`config.mk`:
```
export PLATFORM = sky130hd
export DESIGN_NAME = ad7276_capture
export DESIGN_NICKNAME = d
export VERILOG_FILES = /design/src/rtl/ad7276_pkg.sv /design/src/rtl/ad7276_sclk_tick.sv /design/src/rtl/ad7276_capture.sv
export SDC_FILE = /design/constraint.sdc
export NUM_CORES = 1
export LEC_CHECK = 0
export ABC_AREA = 1
export CAP_MARGIN = 40
export CORE_MARGIN = 3
export CORE_UTILIZATION = 50
export CTS_BUF_LIST = sky130_fd_sc_hd__clkbuf_4 sky130_fd_sc_hd__clkbuf_8
export DETAILED_ROUTE_END_ITERATION = 16
export PLACE_DENSITY = 0.78
export SLEW_MARGIN = 20
export SYNTH_ARGS = -nofsm -noshare
export SYNTH_HDL_FRONTEND = slang
export SYNTH_SLANG_ARGS = --single-unit
```
`constraint.sdc`:
```
create_clock -name clk_in -period 1.3 [get_ports clk_in]
set_input_delay 0.26 -clock clk_in [delete_from_list [all_inputs] [get_ports clk_in]]
set_output_delay 0.26 -clock clk_in [all_outputs]
set_load 0.005 [all_outputs]
```
`src/rtl/ad7276_pkg.sv`:
```
// Shared types and frame-layout constants for the AD7276 serial capture block.
package ad7276_pkg;

    typedef enum logic [1:0] {
        IDLE,
        SETUP,
        SHIFT,
        QUIET
    } state_t;

    localparam int unsigned AD7276_FRAME_BITS = 16;
    localparam int unsigned AD7276_MSB        = 13;
    localparam int unsigned AD7276_LSB        = 2;

endpackage

```
`src/rtl/ad7276_sclk_tick.sv`:
```
// Half-period timer: one-cycle tick every CLK_DIV cycles while enabled, cleared when disabled.
module ad7276_sclk_tick #(
    parameter int unsigned CLK_DIV = 2
) (
    input  logic clk_in,
    input  logic rstn,
    input  logic i_en,
    output logic o_tick
);

    localparam int unsigned CNT_W = (CLK_DIV > 1) ? $clog2(CLK_DIV) : 1;
    localparam logic [CNT_W-1:0] CNT_MAX = CNT_W'(CLK_DIV - 1);

    logic [CNT_W-1:0] r_cnt;

    assign o_tick = i_en && (r_cnt == CNT_MAX);

    always_ff @(posedge clk_in or negedge rstn) begin
        if (!rstn) begin
            r_cnt <= '0;
        end else if (!i_en || o_tick) begin
            r_cnt <= '0;
        end else begin
            r_cnt <= r_cnt + CNT_W'(1);
        end
    end

endmodule

```
`src/rtl/ad7276_capture.sv`:
```
// AD7276 serial front end: drives CS_n/SCLK, shifts in one 16-bit frame per request and
// presents the 12-bit sample on a single-entry AXI4-Stream output register.
module ad7276_capture
    import ad7276_pkg::*;
#(
    parameter int unsigned CLK_DIV      = 2,
    parameter int unsigned FRAME_BITS   = AD7276_FRAME_BITS,
    parameter int unsigned QUIET_CYCLES = 4,
    parameter int unsigned TDATA_WIDTH  = 16
) (
    input  logic                   clk_in,
    input  logic                   rstn,
    input  logic                   conv_start,
    output logic                   busy,
    output logic                   adc_cs_n,
    output logic                   adc_sclk,
    input  logic                   adc_sdata,
    output logic [TDATA_WIDTH-1:0] m_axis_tdata,
    output logic                   m_axis_tvalid,
    input  logic                   m_axis_tready,
    output logic                   overrun
);

    localparam int unsigned BIT_W   = (FRAME_BITS > 1) ? $clog2(FRAME_BITS) : 1;
    localparam int unsigned QUIET_W = (QUIET_CYCLES > 1) ? $clog2(QUIET_CYCLES) : 1;

    state_t                   r_state;
    state_t                   w_state_next;
    logic [BIT_W-1:0]         r_bit_cnt;
    logic [QUIET_W-1:0]       r_quiet_cnt;
    // Leading zero bits fall off the top; only D11..D0 and the trailing bits are kept.
    logic [AD7276_MSB:0]      r_shreg;
    logic                     r_cs_n;
    logic                     r_sclk;
    logic [TDATA_WIDTH-1:0]   r_tdata;
    logic                     r_tvalid;
    logic                     r_overrun;

    logic w_tick_en;
    logic w_tick;
    logic w_rise;
    logic w_fall;
    logic w_last_fall;
    logic w_quiet_done;
    logic w_load;

    assign w_tick_en = (r_state == SETUP) || (r_state == SHIFT);

    ad7276_sclk_tick #(
        .CLK_DIV (CLK_DIV)
    ) u_sclk_tick (
        .clk_in (clk_in),
        .rstn   (rstn),
        .i_en   (w_tick_en),
        .o_tick (w_tick)
    );

    assign w_rise       = (r_state == SHIFT) && w_tick && !r_sclk;
    assign w_fall       = (r_state == SHIFT) && w_tick && r_sclk;
    assign w_last_fall  = w_fall && (r_bit_cnt == BIT_W'(FRAME_BITS - 1));
    assign w_quiet_done = (r_state == QUIET) && (r_quiet_cnt == QUIET_W'(QUIET_CYCLES - 1));
    assign w_load       = (r_state == QUIET) && (r_quiet_cnt == '0);

    always_comb begin
        w_state_next = r_state;
        unique case (r_state)
            IDLE:    if (conv_start)   w_state_next = SETUP;
            SETUP:   if (w_tick)       w_state_next = SHIFT;
            SHIFT:   if (w_last_fall)  w_state_next = QUIET;
            QUIET:   if (w_quiet_done) w_state_next = IDLE;
            default:                   w_state_next = IDLE;
        endcase
    end

    // The tick that would produce the 17th fall ends the frame, leaving SCLK high.
    always_ff @(posedge clk_in or negedge rstn) begin
        if (!rstn) begin
            r_state     <= IDLE;
            r_cs_n      <= 1'b1;
            r_sclk      <= 1'b1;
            r_bit_cnt   <= '0;
            r_quiet_cnt <= '0;
            r_shreg     <= '0;
        end else begin
            r_state <= w_state_next;
            r_cs_n  <= (w_state_next != SETUP) && (w_state_next != SHIFT);
            if ((r_state == SETUP) && w_tick) begin
                r_sclk <= 1'b0;
            end else if (w_rise) begin
                r_sclk <= 1'b1;
            end else if (w_fall && !w_last_fall) begin
                r_sclk <= 1'b0;
            end
            if (w_last_fall) begin
                r_bit_cnt <= '0;
            end else if (w_fall) begin
                r_bit_cnt <= r_bit_cnt + BIT_W'(1);
            end
            if (w_rise) begin
                r_shreg <= {r_shreg[AD7276_MSB-1:0], adc_sdata};
            end
            if (w_quiet_done) begin
                r_quiet_cnt <= '0;
            end else if (r_state == QUIET) begin
                r_quiet_cnt <= r_quiet_cnt + QUIET_W'(1);
            end
        end
    end

    // A new sample wins over a same-cycle handshake; otherwise a full register drops it.
    always_ff @(posedge clk_in or negedge rstn) begin
        if (!rstn) begin
            r_tdata   <= '0;
            r_tvalid  <= 1'b0;
            r_overrun <= 1'b0;
        end else begin
            r_overrun <= w_load && r_tvalid && !m_axis_tready;
            if (w_load && (!r_tvalid || m_axis_tready)) begin
                r_tdata  <= TDATA_WIDTH'(r_shreg[AD7276_MSB:AD7276_LSB]);
                r_tvalid <= 1'b1;
            end else if (r_tvalid && m_axis_tready) begin
                r_tvalid <= 1'b0;
            end
        end
    end

    assign busy          = (r_state != IDLE);
    assign adc_cs_n      = r_cs_n;
    assign adc_sclk      = r_sclk;
    assign m_axis_tdata  = r_tdata;
    assign m_axis_tvalid = r_tvalid;
    assign overrun       = r_overrun;

endmodule

```
==> flow_metrics.env <==
export IMPL_cts_tree="yes"
export IMPL_power_density_nw_per_um2=1510
export IMPL_io_pins=26
export IMPL_ys_seq_area_share_pct=56.2
export IMPL_cap_violations=0
export IMPL_synth_seq_cells=39
export IMPL_layout_setup_ws_ps=-221
export IMPL_via_per_inst=4.98
export IMPL_placed_area_um2=2090
export IMPL_worst_hold_slack_ps=351
export IMPL_outcome="finished with violations"
export IMPL_reg2reg_to="adc_cs_n$_DFF_PN1_"
export IMPL_grt_setup_unrepaired="yes"
export IMPL_yosys_most_used_dff="dfrtp_1"
export IMPL_fin_area_um2=2530
export IMPL_synth_warnings=0
export IMPL_wire_per_inst_um=14.7
export IMPL_synth_async_reset_ratio_pct=100
export IMPL_finalHoldViolCount=0
export IMPL_fmax_mhz=658
export IMPL_fin_cells=294
export IMPL_grt_usage_pct=21.6
export IMPL_die_w_um=65
export IMPL_drcViolationCount=0
export IMPL_hold_class="in2async"
export IMPL_cp_arrival_ps=1810
export IMPL_num_vias=1464
export IMPL_grt_pass1_vias=1533
export IMPL_design_power_total_mw=3.82
export IMPL_syn_inst=191
export IMPL_clock_latency_ps=350
export IMPL_final_nets=263
export IMPL_routabilityCongestion=0.822
export IMPL_worstSetupPathType="reg2reg"
export IMPL_reg2reg_depth=12
export IMPL_worstReg2RegStart="r_state[0]$_DFF_PN0_"
export IMPL_startpoint="r_state[0]$_DFF_PN0_"
export IMPL_dpl_hpwl_mm=2.48
export IMPL_coreArea_um2=3180
export IMPL_finalCritPeriodShare_pct=117
export IMPL_mappedNetlistArea_um2=1740
export IMPL_row_count=20
export IMPL_avgSynthCellArea_um2=9.11
export IMPL_first_iter_violations=90
export IMPL_cp_endpoint="adc_cs_n$_DFF_PN1_"
export IMPL_setup_viol=24
export IMPL_r2r_slack_ps=-220
export IMPL_grt_pass1_wl_mm=6.83
export IMPL_cp_max_fo=4
export IMPL_antenna_found_initial=0
export IMPL_cts_buffers=5
export IMPL_start_util_pct=54.8
export IMPL_dp_cells=262
export IMPL_cp_end_kind="flip-flop"
export IMPL_clockBufferDepth=2
export IMPL_cts_root_buf="clkbuf_4"
export IMPL_min_period_ps=1520
export IMPL_startpoint_type="flip-flop"
export IMPL_synth_edf_count=0
export IMPL_cts_sinks=39
export IMPL_synthToLayoutAreaGrowth_pct=45.1
export IMPL_routed_wl_mm=4.31
export IMPL_slew_viol_final=0
export IMPL_drtAntennaViolNets=0
export IMPL_leakagePower_nw=1.24
export IMPL_first_pass_iters=4
export IMPL_path_clk_slew_ps=120
export IMPL_num_antenna_cells=0
export IMPL_die_area_um2=4230
export IMPL_io_buffers=21
export IMPL_violations="setup timing"
export IMPL_synth_cell_types=24
export IMPL_fp_dieH_um=65
export IMPL_cp_data_required_time_ps=1590
export IMPL_htree_levels=2
export IMPL_drive_gt1_share_pct=36.4
export IMPL_gr_total_overflow=0
export IMPL_ir_drop_mv=1.02
export IMPL_grt_max_degree=29
export IMPL_fin_skew_ps=11.7
## stage by stage
step	utilization, %	TNS, ps	setup slack (ps)
6_report	79.5	-2610	-221
5_1_grt	79.5	-4400	-307
3_5_place_dp	65.9	-2190	-174
3_3_place_gp	65.9	-894	-77.9
4_1_cts	74.5	-2100	-176
2_1_floorplan	-	-46.4	-24.9
## repair_timing
| action | 4_1_cts | 5_1_grt |
|---|---|---|
| resized for setup | 50 | 45 |
| pin swaps | 10 | 11 |
| hold buffers | 1 | 0 |
| gates cloned | 0 | 0 |
| hold endpoints to repair | 13 | 0 |
| endpoints found under the setup margin | 49 | 46 |
| buffers inserted | 20 | 4 |
## layout make-up
class	count	area, um2
clock buffer	7	52.6
clock inverter	1	5.00
fill	184	652
inverter	28	108
multi-input combinational	118	800
sequential	39	978
tap	44	55.1
timing repair buffer	57	528
## layer usage
metal	GRT usage, %	share of wire [%]	vias to the layer above
met5	0	0	-
met4	12.9	3.2	0
met3	5.55	4.5	17
met2	37.8	53	40
met1	23.3	39	702
li1	-	-	705
## cell usage after synthesis, types with 2 or more instances
| cell | instances | area share, % |
|---|---|---|
| xnor2_1 | 2 | 1.0 |
| nor2_1 | 8 | 1.7 |
| ha_1 | 9 | 6.5 |
| dfrtp_1 | 37 | 53 |
| buf_4 | 4 | 1.7 |
| a21oi_1 | 5 | 1.4 |
| buf_2 | 2 | 0.58 |
| dfstp_2 | 2 | 3.0 |
| inv_1 | 27 | 5.8 |
| nand3_1 | 7 | 2.0 |
| o21ai_0 | 26 | 7.5 |
| nand2_1 | 49 | 11 |
| clkbuf_1 | 2 | 0.43 |
## worst min-delay path by stage
stage,slack (ps),endpoint,depth (start not counted)
after global routing,380,m_axis_tdata[9]$_DFFE_PN0P_,2
after CTS,350,m_axis_tdata[11]$_DFFE_PN0P_,2
after floorplan,-40,m_axis_tdata[0]$_DFFE_PN0P_,0
after detailed placement,200,m_axis_tdata[8]$_DFFE_PN0P_,1
after global placement,200,m_axis_tdata[8]$_DFFE_PN0P_,1
final,350,r_shreg[13]$_DFFE_PN0P_,2
## flip-flops by register name, summed over array words and instances (netlist names)
register / count
u_sclk_tick.r_cnt: 1
adc_sclk: 1
m_axis_tdata: 12
r_quiet_cnt: 2
r_state: 2
m_axis_tvalid: 1
r_bit_cnt: 4
adc_cs_n: 1
overrun: 1
r_shreg: 14
## cell families (layout without fill, tap and decap cells)
group,Yosys count,in the layout,synth area share (%)
other,1,4,0.215
flip-flops,39,39,56.2
XOR/XNOR,2,2,1.01
buffers and inverters,37,93,9.06
AO/OA/AOI/OAI,32,32,9.42
multiplexers,1,1,0.647
AND/OR/NAND/NOR,70,70,17.0
adder cells (fa/ha/maj),9,9,6.47
## where the power goes
group | internal, mW | total [mW] | switching, mW
sequential | 1.41 | 1.55 | 0.131
combinational | 0.775 | 1.64 | 0.863
clock | 0.253 | 0.639 | 0.386
## critical path, stage by stage (launching register included)
cell and delay [ps]:
dfrtp_1 430, inv_4 120, buf_6 110, ha_4 140, nand2_4 60, nor2_4 120
nand2_2 80, nand2_2 90, nand2_2 50, nand2_1 80, nand2_1 70, nand2_1 70
nand2_1 60
## cell usage in the layout, fill, tap and decap left out, types with 4 or more instances in the layout
cell / count
nand2_1: 37
dfrtp_1: 37
buf_4: 27
inv_1: 20
o21ai_0: 17
nand2_2: 10
o21ai_1: 9
clkdlybuf4s15_1: 9
inv_2: 7
clkbuf_4: 7
ha_4: 6
buf_6: 5
dlygate4sd2_1: 5
nor2_1: 4
a21oi_1: 4
conb_1: 4
buf_12: 4
Power figures use the tool's default switching activity.
